<file path="src/rtl/apresenta_pkg.sv">
// Shared definitions for the sequence presenter: FSM state encoding,
// default interval lengths and a small helper for sizing the timer.
package apresenta_pkg;

  typedef enum logic [2:0] {
    OCIOSO  = 3'd0,
    BUSCA   = 3'd1,
    ACESO   = 3'd2,
    APAGADO = 3'd3,
    PROXIMO = 3'd4,
    FIM     = 3'd5
  } estado_t;

  localparam int TEMPO_ACESO_PADRAO   = 1000;
  localparam int TEMPO_APAGADO_PADRAO = 500;

  // Larger of two interval lengths; the shared timer must cover both phases.
  function automatic int maior(input int a, input int b);
    return (a > b) ? a : b;
  endfunction

endpackage

</file>
<file path="src/rtl/apresenta_sequencia_contador_tempo.sv">
// Modulo-M up-counter used as the phase timer of the presenter.
// The terminal value is an input so a single instance can time both the
// on and the off interval; the owner picks the limit for the active phase.
module contador_tempo #(
  parameter int M = 4,
  parameter int W = $clog2(M + 1)
) (
  input  logic         clock,
  input  logic         reset,
  input  logic         limpa,
  input  logic         conta,
  input  logic [W-1:0] ultimo,
  output logic [W-1:0] valor,
  output logic         fim
);

  // Count register: clear has priority over enable, wraps at M-1.
  always_ff @(posedge clock or negedge reset) begin
    if (!reset) begin
      valor <= {W{1'b0}};
    end else if (limpa) begin
      valor <= {W{1'b0}};
    end else if (conta) begin
      if (valor == W'(M - 1)) begin
        valor <= {W{1'b0}};
      end else begin
        valor <= valor + W'(1);
      end
    end else begin
      valor <= valor;
    end
  end

  // Terminal count only reported while counting, so an idle timer never fires.
  assign fim = conta && (valor == ultimo);

endmodule

</file>
<file path="src/rtl/apresenta_sequencia.sv">
// Sequence presenter: plays RAM entries 0..rodada on the LEDs, each for an
// on interval followed by an off interval, then pulses pronto.
// Optional feature: define APRESENTA_ABORTA_EN to add the abortar input,
// which returns the block to OCIOSO from any active state without pronto.
module apresenta_sequencia
  import apresenta_pkg::*;
#(
  parameter int TEMPO_ACESO   = TEMPO_ACESO_PADRAO,
  parameter int TEMPO_APAGADO = TEMPO_APAGADO_PADRAO
) (
  input  logic       clock,
  input  logic       reset,
  input  logic       iniciar,
  input  logic [3:0] rodada,
`ifdef APRESENTA_ABORTA_EN
  input  logic       abortar,
`endif
  output logic [3:0] mem_addr,
  input  logic [3:0] mem_dado,
  output logic [3:0] leds,
  output logic       ocupado,
  output logic       pronto,
  output logic [2:0] db_estado
);

  localparam int M = maior(TEMPO_ACESO, TEMPO_APAGADO);
  localparam int W = $clog2(M + 1);

  estado_t      estado_r;
  estado_t      estado_prox;
  logic [3:0]   mem_addr_r;
  logic [3:0]   addr_prox;
  logic [3:0]   rodada_r;
  logic [3:0]   rodada_prox;
  logic [3:0]   leds_r;
  logic [3:0]   leds_prox;
  logic         ocupado_r;
  logic         pronto_r;
  logic         limpa;
  logic         conta;
  logic         aborta;
  logic [W-1:0] ultimo;
  logic [W-1:0] tempo_valor;
  logic         tempo_fim;

`ifdef APRESENTA_ABORTA_EN
  assign aborta = abortar && (estado_r != OCIOSO);
`else
  assign aborta = 1'b0;
`endif

  // The on interval uses its own limit; every other phase uses the off limit.
  assign ultimo = (estado_r == ACESO) ? W'(TEMPO_ACESO - 1) : W'(TEMPO_APAGADO - 1);

  contador_tempo #(
    .M (M),
    .W (W)
  ) u_tempo (
    .clock  (clock),
    .reset  (reset),
    .limpa  (limpa),
    .conta  (conta),
    .ultimo (ultimo),
    .valor  (tempo_valor),
    .fim    (tempo_fim)
  );

  // Next-state, next-address, next-LED and timer control decode.
  always_comb begin
    estado_prox = estado_r;
    addr_prox   = mem_addr_r;
    rodada_prox = rodada_r;
    leds_prox   = leds_r;
    limpa       = 1'b0;
    conta       = 1'b0;
    if (aborta) begin
      estado_prox = OCIOSO;
      leds_prox   = 4'd0;
      limpa       = 1'b1;
    end else begin
      case (estado_r)
        OCIOSO: begin
          if (iniciar) begin
            rodada_prox = rodada;
            addr_prox   = 4'd0;
            limpa       = 1'b1;
            estado_prox = BUSCA;
          end else begin
            estado_prox = OCIOSO;
          end
        end
        BUSCA: begin
          // RAM data for mem_addr is valid by the end of this slot.
          leds_prox   = mem_dado;
          limpa       = 1'b1;
          estado_prox = ACESO;
        end
        ACESO: begin
          conta = 1'b1;
          if (tempo_fim) begin
            leds_prox   = 4'd0;
            limpa       = 1'b1;
            estado_prox = APAGADO;
          end else begin
            estado_prox = ACESO;
          end
        end
        APAGADO: begin
          conta = 1'b1;
          if (tempo_fim) begin
            limpa       = 1'b1;
            estado_prox = PROXIMO;
          end else begin
            estado_prox = APAGADO;
          end
        end
        PROXIMO: begin
          // Stop on the last requested entry so the address never wraps.
          if (mem_addr_r == rodada_r) begin
            estado_prox = FIM;
          end else begin
            addr_prox   = mem_addr_r + 4'd1;
            estado_prox = BUSCA;
          end
        end
        FIM: begin
          estado_prox = OCIOSO;
        end
        default: begin
          leds_prox   = 4'd0;
          limpa       = 1'b1;
          estado_prox = OCIOSO;
        end
      endcase
    end
  end

  // State, address, captured round, LED and status registers.
  always_ff @(posedge clock or negedge reset) begin
    if (!reset) begin
      estado_r   <= OCIOSO;
      mem_addr_r <= 4'd0;
      rodada_r   <= 4'd0;
      leds_r     <= 4'd0;
      ocupado_r  <= 1'b0;
      pronto_r   <= 1'b0;
    end else begin
      estado_r   <= estado_prox;
      mem_addr_r <= addr_prox;
      rodada_r   <= rodada_prox;
      leds_r     <= leds_prox;
      ocupado_r  <= (estado_prox != OCIOSO);
      pronto_r   <= (estado_prox == FIM);
    end
  end

  assign mem_addr  = mem_addr_r;
  assign leds      = leds_r;
  assign ocupado   = ocupado_r;
  assign pronto    = pronto_r;
  assign db_estado = estado_r;

endmodule
</file>
<file path="config.mk">
export PLATFORM = sky130hd
export DESIGN_NAME = apresenta_sequencia
export DESIGN_NICKNAME = d
export VERILOG_FILES = /design/src/rtl/apresenta_pkg.sv /design/src/rtl/apresenta_sequencia_contador_tempo.sv /design/src/rtl/apresenta_sequencia.sv
export SDC_FILE = /design/constraint.sdc
export NUM_CORES = 1
export LEC_CHECK = 0
export BUFFER_PORTS_ARGS = -buffer_cell sky130_fd_sc_hd__clkbuf_2
export CAP_MARGIN = 30
export CORE_ASPECT_RATIO = 1.1
export CORE_MARGIN = 1.5
export CORE_UTILIZATION = 54
export DETAILED_ROUTE_END_ITERATION = 12
export GPL_TIMING_DRIVEN = 0
export PLACE_DENSITY = 0.77
export SYNTH_ARGS = -nofsm -noshare
export SYNTH_HDL_FRONTEND = slang
export SYNTH_SLANG_ARGS = --single-unit
</file>
<file path="constraint.sdc">
create_clock -name clock -period 2.25 [get_ports clock]
set_clock_uncertainty 0.2 [all_clocks]
set_input_delay 0 -clock clock [delete_from_list [all_inputs] [get_ports clock]]
set_output_delay 0 -clock clock [all_outputs]
set_load 0.02 [all_outputs]
</file>
Yosys cells after proc, flatten, opt, wreduce, memory -nomap -nowiden
Index checks and enable logic that the tools add are counted.
{"block": "classes", "addsub": 2, "multipliers": 0, "div": 0, "n_lt_le_gt_ge": 0, "n_eq_ne": 12, "n_shift": 0, "n_mux": 18, "bitwise": 1, "reduce_logical": 11}
{"cell": "two-way mux 10 bit", "count": 4}
{"cell": "one-hot mux 3 bit (5 select lines)", "count": 1}
{"cell": "two-way mux 4 bit", "count": 3}
{"cell": "one-hot mux 4 bit (3 select lines)", "count": 1}
{"cell": "adder 10 x 1 -> 10 bit, second input constant", "count": 1}
{"cell": "== test 10 bit", "count": 1}
{"cell": "== test 10 bit, second input constant", "count": 1}
{"cell": "== test 3 bit, second input constant", "count": 3}
{"cell": "one-hot mux 4 bit (2 select lines)", "count": 1}
{"cell": "== test 3 x 2 -> 1 bit, second input constant", "count": 2}
{"cell": "two-way mux 3 bit", "count": 2}
{"cell": "inequality test 2 bit, second input constant", "count": 3}
{"cell": "two-way mux 1 bit", "count": 5}
{"cell": "adder 4 x 1 -> 4 bit, second input constant", "count": 1}
{"cell": "== test 4 bit", "count": 1}
{"cell": "AND reduction 2 bit", "count": 2}
{"cell": "nonzero test 2 bit", "count": 2}
{"cell": "OR reduction 2 bit", "count": 2}
{"cell": "OR reduction 4 bit", "count": 1}
{"cell": "== test 3 x 1 -> 1 bit, second input constant", "count": 1}
{"cell": "zero test 3 bit", "count": 1}
{"cell": "one-hot mux 1 bit (3 select lines)", "count": 1}
{"cell": "AND reduction 3 bit", "count": 1}
{"cell": "nonzero test 3 bit", "count": 1}
{"cell": "2 further kinds", "count": 2}
{"block": "word_totals", "ff_bits": 27, "latchBits": 0, "ramBits": 0, "mem_bits_ro": 0, "input_bits": 11, "output_inout_bits": 13, "wordCells": 51, "memories": 0}

Longest topological paths before layout
Gate-level depths: netlist (run 1).
{"block": "logic_depth", "ltp_word": 7, "ltp_mapped": 6, "depth_no_buf": 5}

Modules after synthesis
From an unflattened synthesis (run 1), not the netlist that was laid out.
{"block": "unflattened", "cells_unflattened": 158, "hier_area_um2": 1586.5}
{"mod": "apresenta_sequencia", "n_inst": 1, "cells_per_inst": 85, "area_each_um2": 898.4, "seq_area_each_um2": 425.4}
{"mod": "contador_tempo", "n_inst": 1, "cells_per_inst": 73, "area_each_um2": 688.2, "seq_area_each_um2": 250.2}

Worst setup path before layout (run 1)
OpenSTA, ideal clock, no wires.
{"block": "synth_path", "path_type": "flip-flop to flip-flop", "start": "reg mem_addr_r[3], in the netlist mem_addr[3]", "end": "reg mem_addr_r[3], in the netlist mem_addr[3]", "arrival_ns": 1.464, "setup_slack_ns": 0.506, "stages_incl_launch_ff": 5, "path_buffers": 0, "period_less_slack_ns": 1.744, "cell_sequence": "dfrtp_1 xor2_1 o41a_2 nand4_1 mux2i_1"}
{"block": "synth_via", "elab_chain_cells": 3}
{"item": "start: declaration", "line": "apresenta_sequencia.sv:31", "rtl": "logic [3:0] mem_addr_r;"}
{"item": "start signal: assignment", "line": "apresenta_sequencia.sv:149", "rtl": "mem_addr_r <= addr_prox;"}
{"item": "adder 4 x 1 -> 4 bit or == test 4 bit (tied branches)", "line": "apresenta_sequencia.sv:122, apresenta_sequencia.sv:119"}
{"item": "two-way mux 4 bit or inequality test 2 bit (tied branches)"}
{"item": "one-hot mux 4 bit (2 select lines) or AND reduction 3 bit (tied branches)"}
Parallel ways exist; a longest one is shown, timed or not. The select of a mux whose other input is x is not followed.
A chain may end at the register's enable or synchronous reset.

Worst setup path in the final report (run 1)
{"block": "layout_path", "start": "reg estado_r[1], in the netlist db_estado[1]", "end": "reg rodada_r[2]"}
{"block": "layout_via", "elab_chain_cells": 2}
{"item": "start: declaration", "line": "apresenta_sequencia.sv:29", "rtl": "estado_t estado_r;"}
{"item": "start signal: assignment", "line": "apresenta_sequencia.sv:148", "rtl": "estado_r <= estado_prox;"}
{"item": "zero test 3 bit", "line": "apresenta_sequencia.sv:81", "rtl": "case (estado_r)"}
{"item": "AND reduction 2 bit (no source line)"}
{"item": "end signal: assignment", "line": "apresenta_sequencia.sv:150", "rtl": "rodada_r <= rodada_prox;"}
{"item": "end: declaration", "line": "apresenta_sequencia.sv:33", "rtl": "logic [3:0] rodada_r;"}
Every way passes these cells.

==> flow_summary.json, run 1 <==
{
  "status": "finished clean",
  "critPathRequiredTime_ps": 2320,
  "startpoint": "db_estado[1]",
  "synth.cell_area_um2": 1371,
  "synth.net_count": 154,
  "rr_worst_depth": 6,
  "die_x_um": 51.05,
  "via_per_inst": 5.792,
  "synthFlopType": "dfrtp_1",
  "dp_cells": 194,
  "cts.sinks": 27,
  "async_flop_share_pct": 100.0,
  "hold_class": "input port to asynchronous set/reset pin",
  "place.port_buffers": 23,
  "rsz0062_at_grt": "no",
  "hold_buffers": 14,
  "reg2reg_slack_ps": 100,
  "track_usage_pct": 23.51,
  "period_share_pct": 95.64,
  "synthCells": 141,
  "drt_wl_total_um": 2952,
  "first_pass_iters": 4,
  "cp.arrival_ps": 2230,
  "row_count": 18,
  "irDropWorstVdd_mv": 0.4063,
  "rr_endpoint": "rodada_r[2]",
  "synth.distinct_cells": 42,
  "n_antenna_cell": 0,
  "grt_pass1_vias": 1157,
  "end_kind": "flip-flop",
  "setup-tns-final_ps": 0,
  "clk_latency_ps": 330,
  "yosysTopAreaCellShare_pct": 49.27,
  "vias": 1228,
  "antenna_found_initial": 0,
  "ctsHtreeMaxLevel": 1,
  "cp-start-kind": "flip-flop",
  "numCtsBuffers": 3,
  "drc": 0,
  "ys_ff_latch": 27,
  "synth_top_area_cell": "dfrtp_1",
  "start_util_pct": 59.12,
  "synth.most_common_cell": "nand2_1",
  "timing.hold.ws_ps": 15.53,
  "place_hpwl_um": 1985,
  "cts_max_path_buffers": 2,
  "ff_latch_area_um2": 675.6,
  "power.leakage_nw": 0.8232,
  "drv_slew": 0,
  "nFillCells": 182,
  "maxSlewHeadroom_pct": 56.68,
  "synth_common_cells": "nand2_1, dfrtp_1, nand3_1, o21ai_0",
  "core_area_um2": 2320,
  "synth.avg_cell_area_um2": 9.726,
  "fin_cells": 212,
  "cts_resized": 0,
  "period_minus_slack_ps": 2152,
  "layout.nets": 196,
  "synth_warnings": 0,
  "drive_gt1_share_pct": 19.23,
  "critPathCapture": "rodada_r[2]",
  "drt_iter0_drc": 28,
  "r2r_start": "db_estado[1]",
  "root_buffer": "clkbuf_4",
  "clkSlewWorstSetupHoldPaths_ps": 140,
  "tightest_slew_ps": 649.7,
  "final_antenna_net_count": 0,
  "grt.overflow.total": 0,
  "cap_violations": 0,
  "cts_tree": "yes",
  "ios": 24,
  "power_density_nw_per_um2": 441.4,
  "fp.dieH_um": 55.86,
  "criticalPathCategory": "flip-flop to flip-flop",
  "max_freq_mhz": 464.7,
  "multi_input_area_um2": 658.1,
  "synth_edf_count": 0,
  "hold_viol": 0,
  "post_drt_wl_per_cell_um": 13.92,
  "grt_pass1_wl_um": 5092,
  "synth.area.top_cells": "dfrtp_1, nand2_1, nand3_1",
  "syn_to_final_growth_pct": 23.27,
  "crit_path_max_fanout": 8,
  "finalWeightedCongestion": 0.8746,
  "cts_setup_buffers": 0,
  "die_area_um2": 2851,
  "yosysSeqAreaShare_pct": 49.27,
  "setup_viol": 0,
  "finish.utilization_pct": 72.87,
  "grt_max_degree": 28
}
worst min path at each step:
stage                                  end  slack [ps]  depth (start not counted)
after floorplan               db_estado[0]        -500                          0
after global placement         mem_addr[1]        -150                          1
after detailed placement       mem_addr[1]        -140                          1
after CTS                     db_estado[1]          30                          2
after global routing          db_estado[0]          80                          2
final                     u_tempo.valor[4]          20                          2
registers in the layout, indices dropped and copies added (netlist names):
register       flops
leds               4
rodada_r           4
db_estado          3
pronto             1
u_tempo.valor     10
mem_addr           4
ocupado            1
layout by cell type (no fill, tap or decap), types with 2 or more instances in the layout:
cell type      count
clkbuf_4           3
a31oi_1            2
nor2_1             5
mux2i_1            4
nor3b_1            2
ha_1               2
nand2_1           28
clkbuf_2          23
buf_2              3
a22o_1             4
nor4_1             2
dfrtp_1           27
nand4_1            5
nand3_1           11
xor2_1             4
a21oi_1            2
dlygate4sd3_1     14
or3_1              3
o21ai_0            8
inv_1              4
power by group:
group / leakage (nW) / switching, W / internal (W)
clock network: 0.0150 / 0.000141 / 0.0000696
logic: 0.476 / 0.0000218 / 0.0000232
registers: 0.332 / 0.00000177 / 0.000489
total: 0.823 / 0.000164 / 0.000582
cell type report:
cell class | count | share of cell area [%]
clock buffers | 4 | 1.554
plain buffers | 4 | 1.332
inverters | 4 | 0.8882
multi-input cells | 106 | 38.93
flip-flops and latches | 27 | 39.97
repair buffers | 37 | 15.10
well taps | 30 | 2.221
metal layers:
layer	track usage (%)	vias to the layer above	routed length, um
met5	0	-	0
met3	2.419	7	103
met2	36.73	36	1398
li1	-	595	-
met4	11.58	0	76
met1	32.32	590	1374
logic make-up after synthesis:
logic type,after synthesis,synth area share [%]
compound gates,26,13.14
xor+xnor,5,3.193
fa+ha+maj,2,1.825
buf+inv,8,2.737
flops,27,49.27
mux,4,2.920
simple gates,69,26.92
critical path: stages, from the launching register on:
cell and delay (ps):
dfrtp_1 400, buf_2 170, nor2_1 330, and3_1 310
nand2_1 70, dlygate4sd3_1 560, nand2_1 60
per-stage QoR:
stage | area, um2 | setup slack (ps) | power [W]
2_1_floorplan | 1371 | 506.0 | 0.0005094
3_3_place_gp | 1524 | 378.2 | 0.0005313
3_5_place_dp | 1524 | 328.9 | 0.0005321
4_1_cts | 1690 | 123.7 | 0.0007532
5_1_grt | 1690 | 12.83 | 0.0007760
6_report | 1690 | 98.03 | 0.0007462
Note: power is estimated with default switching activity, not from simulation.
==> run 2: changes to the inputs <==
- CELL_PAD_IN_SITES_DETAIL_PLACEMENT: not set -> 0
- CELL_PAD_IN_SITES_GLOBAL_PLACEMENT: not set -> 1
- CORE_UTILIZATION: 54 -> 42
- PLACE_DENSITY: 0.77 -> not set
- PLACE_DENSITY_LB_ADDON: not set -> 0.1
- TNS_END_PERCENT: not set -> 50
==> flow_summary.json, run 2 (synthesized netlist as in run 1, its figures left out) <==
{
  "multi_input_area_um2": 658.1,
  "crit_slowest_cell": "dlygate4sd3_1",
  "via_per_inst": 5.593,
  "setup-tns-final_ps": 0,
  "switching_share_pct": 22.36,
  "max_stage_delay_ps": 550,
  "rr_endpoint": "rodada_r[2]",
  "criticalPathCategory": "flip-flop to flip-flop",
  "period_share_pct": 93.94,
  "root_buffer": "clkbuf_4",
  "drive_gt1_share_pct": 19.78,
  "fp.dieH_um": 62.93,
  "drt_iter0_drc": 52,
  "hold_viol": 0,
  "final_common_cell": "nand2_1",
  "end_kind": "flip-flop",
  "ios": 24,
  "start_util_pct": 44.61,
  "die_area_um2": 3617,
  "vias": 1208,
  "first_pass_iters": 4,
  "layout_common_cells": "nand2_1, dfrtp_1, clkbuf_2",
  "rsz0062_at_grt": "no",
  "power_density_nw_per_um2": 439.4,
  "die_x_um": 57.48,
  "power.leakage_nw": 0.8260,
  "cp-start-kind": "flip-flop",
  "critical_path.cell_chain": "buf_2, nor2_1, and3_1, nand2_1, dlygate4sd3_1, nand2_1",
  "fin_cells": 216,
  "grt_max_degree": 28,
  "cts.sinks": 27,
  "p_clk_share_pct": 27.9,
  "setup_viol": 0,
  "core_area_um2": 3074,
  "crit_path_max_fanout": 8,
  "post_drt_wl_per_cell_um": 14.38,
  "ctsHtreeMaxLevel": 1,
  "row_count": 21,
  "cts_max_path_buffers": 2,
  "clk_latency_ps": 320,
  "drv_slew": 0,
  "rr_worst_depth": 6,
  "timing.final.ws_setup_ps": 136.2,
  "max_freq_mhz": 473.1,
  "tightest_slew_ps": 697.8,
  "antenna_found_initial": 0,
  "status": "finished clean",
  "clkSlewWorstSetupHoldPaths_ps": 150,
  "cts_resized": 0,
  "ff_latch_area_um2": 675.6,
  "cap_violations": 0,
  "period_minus_slack_ps": 2114,
  "place_hpwl_um": 2050,
  "track_usage_pct": 19.11,
  "cts_tree": "yes",
  "dp_cells": 198,
  "finalWeightedCongestion": 0.7918,
  "cp_common_cell": "nand2_1",
  "critPathRequiredTime_ps": 2320,
  "top_register": "u_tempo.valor",
  "power.internal_w": 0.0005788,
  "drc": 0,
  "largest_reg_flops": 10,
  "drt_wl_total_um": 3106,
  "cp.arrival_ps": 2180,
  "n_antenna_cell": 0,
  "reg2reg_slack_ps": 140,
  "r2r_start": "db_estado[1]",
  "irDropWorstVdd_mv": 0.2423,
  "grt.overflow.total": 0,
  "grt_pass1_vias": 1228,
  "grt_pass1_wl_um": 5561,
  "numCtsBuffers": 3,
  "dp_slack_ps": 323.3,
  "final_antenna_net_count": 0,
  "timing.hold.ws_ps": 34.40,
  "power_switching_w": 0.0001667,
  "hold_class": "input port to asynchronous set/reset pin",
  "maxSlewHeadroom_pct": 53.48,
  "power_frac_seq_pct": 65.8,
  "nFillCells": 286,
  "place.port_buffers": 23,
  "syn_to_final_growth_pct": 23.72,
  "power_frac_comb_pct": 6.3,
  "finish.utilization_pct": 55.19,
  "layout.nets": 196
}
==> run 2: changes by cell type in the layout (fill, tap and decap cells not counted), sizes merged <==
cell    previous run  this run
clkbuf            27        26
clkinv             0         1
==> run 2: worst max-delay path: cells and delay by family, from the launching register on <==
family	cells	cell delay, ps
simple gates	4	740
flops	1	400
buf+inv	2	720
==> run 2: routing by layer <==
layer	up-vias	share of wire, %	global-route usage, %	wire length (um)
met5	-	0	0	0
li1	594	-	-	-
met1	589	44	23.52	1373
met2	19	52	35.09	1623
met3	6	2.1	1.863	66
met4	0	1.4	4.360	43
==> run 2: final cells by class <==
cell class | instances | area share (%)
clock inverter | 1 | 0.2950
sequential | 27 | 39.82
timing repair buffer | 37 | 15.04
tap | 34 | 2.507
multi-input combinational | 106 | 38.79
clock buffer | 3 | 1.327
inverter | 4 | 0.8850
buffer | 4 | 1.327
==> run 2: metrics by stage <==
step / total power, W / cell area (um2)
after floorplan: 0.0005094 / 1371
after global placement: 0.0005322 / 1529
after detailed placement: 0.0005332 / 1529
after CTS: 0.0007569 / 1697
after global routing: 0.0007786 / 1697
final: 0.0007455 / 1697
==> run 2: power by group through the flow <==
stage	combinational, W	sequential (W)	clock [W]
6_report	0.0000466	0.000491	0.000208
5_1_grt	0.0000515	0.000491	0.000236
4_1_cts	0.0000469	0.000491	0.000219
3_5_place_dp	0.0000334	0.000500	0
3_3_place_gp	0.0000324	0.000500	0
2_1_floorplan	0.00000463	0.000505	0
==> run 2: how the worst max path moves through the flow <==
stage	startpoint	end	slack (ps)	cells past startpoint
2_1_floorplan	mem_addr[3]	mem_addr[3]	510	4
3_3_place_gp	u_tempo.valor[0]	leds[3]	340	5
3_5_place_dp	u_tempo.valor[0]	leds[1]	320	5
4_1_cts	db_estado[1]	rodada_r[1]	120	6
5_1_grt	db_estado[1]	rodada_r[2]	20	6
6_report	db_estado[1]	rodada_r[2]	140	6
==> run 2: what timing repair did <==
item | 4_1_cts | 5_1_grt
setup buffers | 0 | 0
hold buffers | 14 | 0
setup endpoints to repair | 0 | 0
endpoints found under the hold margin | 38 | 0
==> run 3: changes to the inputs <==
- CELL_PAD_IN_SITES_DETAIL_PLACEMENT: 0 -> not set
- CELL_PAD_IN_SITES_GLOBAL_PLACEMENT: 1 -> not set
- CORE_UTILIZATION: 42 -> 33
- PLACE_DENSITY_LB_ADDON: 0.1 -> not set
==> flow_summary.json, run 3 (synthesized netlist as in run 1, its figures left out) <==
{
  "status": "finished clean",
  "criticalPathCategory": "flip-flop to flip-flop",
  "critPathRequiredTime_ps": 2260,
  "grt.overflow.total": 0,
  "drt_iter0_drc": 53,
  "cp_top_family": "buffers and inverters",
  "period_share_pct": 89.75,
  "core_area_um2": 3964,
  "drv_slew": 0,
  "start_util_pct": 34.60,
  "tightest_slew_ps": 682.3,
  "drt_wl_total_um": 3060,
  "grt_max_degree": 28,
  "cap_violations": 0,
  "final_common_cell": "nand2_1",
  "die_area_um2": 4552,
  "clk_latency_ps": 270,
  "layout_common_cells": "nand2_1, dfrtp_1, clkbuf_2",
  "switching_share_pct": 20.82,
  "irDropWorstVdd_mv": 0.2110,
  "power_w": 0.0008063,
  "rsz0062_at_grt": "no",
  "cts_max_path_buffers": 2,
  "power_frac_comb_pct": 5.7,
  "dp_cells": 216,
  "top_register": "u_tempo.valor",
  "die_x_um": 64.47,
  "crit_slowest_cell": "dlygate4sd3_1",
  "dp_slack_ps": 337.4,
  "crit_path_max_fanout": 8,
  "max_freq_mhz": 495.2,
  "period_minus_slack_ps": 2019,
  "place.port_buffers": 23,
  "root_buffer": "clkbuf_8",
  "power.leakage_nw": 0.8304,
  "cts.sinks": 27,
  "vias": 1202,
  "n_antenna_cell": 0,
  "track_usage_pct": 14.62,
  "via_per_inst": 5.137,
  "dpl_cell_area_um2": 1551,
  "drc": 0,
  "setup-tns-final_ps": 0,
  "cp_common_cell": "nand2_1",
  "first_pass_iters": 5,
  "cts_tree": "yes",
  "p_clk_share_pct": 33.4,
  "row_count": 24,
  "antenna_found_initial": 0,
  "numCtsBuffers": 3,
  "cp-start-kind": "flip-flop",
  "grt_pass1_wl_um": 5340,
  "nFillCells": 400,
  "critical_path.cell_chain": "buf_2, nor2_2, and3_1, nand2_1, dlygate4sd3_1, nand2_1",
  "layout.nets": 196,
  "max_stage_delay_ps": 560,
  "post_drt_wl_per_cell_um": 13.08,
  "power_switching_w": 0.0001679,
  "largest_reg_flops": 10,
  "drive_gt1_share_pct": 19.78,
  "syn_to_final_growth_pct": 26.82,
  "setup_viol": 0,
  "fp.dieH_um": 70.61,
  "finalWeightedCongestion": 0.7759,
  "grt_pass1_vias": 1203,
  "final_antenna_net_count": 0,
  "critPathBufInv": 2,
  "power_frac_seq_pct": 60.8,
  "cp.arrival_ps": 2030,
  "hold_viol": 0,
  "hold_class": "input port to asynchronous set/reset pin",
  "place_hpwl_um": 2142,
  "power_density_nw_per_um2": 463.6,
  "end_kind": "flip-flop",
  "fin_cells": 234,
  "maxSlewHeadroom_pct": 54.51,
  "ios": 24,
  "fin_area_um2": 1739,
  "ctsHtreeMaxLevel": 1,
  "power.internal_w": 0.0006384,
  "clkSlewWorstSetupHoldPaths_ps": 90,
  "timing.final.ws_setup_ps": 230.7
}
[run 3: cell count changes in the layout (fill, tap and decap cells not counted)]
cell and change:
clkbuf_1 +1, clkbuf_4 -3, clkbuf_8 +3, clkinv_2 -1, nor2_1 -1, nor2_2 +1
[run 3: worst paths after layout]
kind	slack (ps)	start	depth (start not counted)	endpoint
setup / recovery	230	db_estado[1]	6	rodada_r[2]
hold / removal	100	reset	2	u_tempo.valor[4]
setup reg to reg	230	db_estado[1]	6	rodada_r[2]
hold reg to reg	310	leds[0]	1	leds[0]
max in group asynchronous	1310	reset	2	u_tempo.valor[8]
min in group clock	300	mem_dado[2]	3	leds[2]
[run 3: final cells by class]
cell class / instances / area (um2) / share of cell area [%]
flip-flops and latches: 27 / 675.6 / 38.85
multi-input cells: 106 / 660.6 / 37.99
repair buffers: 37 / 255.2 / 14.68
well taps: 52 / 65.06 / 3.741
clock buffers: 4 / 45.04 / 2.590
plain buffers: 4 / 22.52 / 1.295
inverters: 4 / 15.01 / 0.8633
[run 3: worst register-to-register path: stages (launching register included)]
cell           delay, ps
dfrtp_1              380
buf_2                170
nor2_2               220
and3_1               280
nand2_1               80
dlygate4sd3_1        560
nand2_1               60
[run 3: power groups by stage]
stage	sequential (W)	clock, W	combinational, W
after global placement	0.000500	0	0.0000321
after global routing	0.000491	0.000299	0.0000507
after CTS	0.000490	0.000281	0.0000471
after floorplan	0.000505	0	0.00000463
final	0.000490	0.000270	0.0000461
after detailed placement	0.000500	0	0.0000331
[run 3: what timing repair did]
action	CTS	global route
endpoints found under the setup margin	0	1
hold endpoints to repair	38	0
gates resized for setup	0	1
hold buffers	14	0
buffers inserted	0	0
[run 3: stage by stage]
stage               hold slack [ps]  util, %
floorplan                    -495.6        -
global placement             -139.7    39.14
detailed placement           -126.8    39.14
global route                  158.2    43.88
CTS                           116.7    43.81
finish                        99.58    43.88
[run 3: layer usage]
metal,wire (um),track usage (%),up-vias
met2,1559,27.43,18
li1,-,-,590
met4,50,4.965,0
met3,79,1.908,5
met1,1370,16.97,589
met5,0,0,-
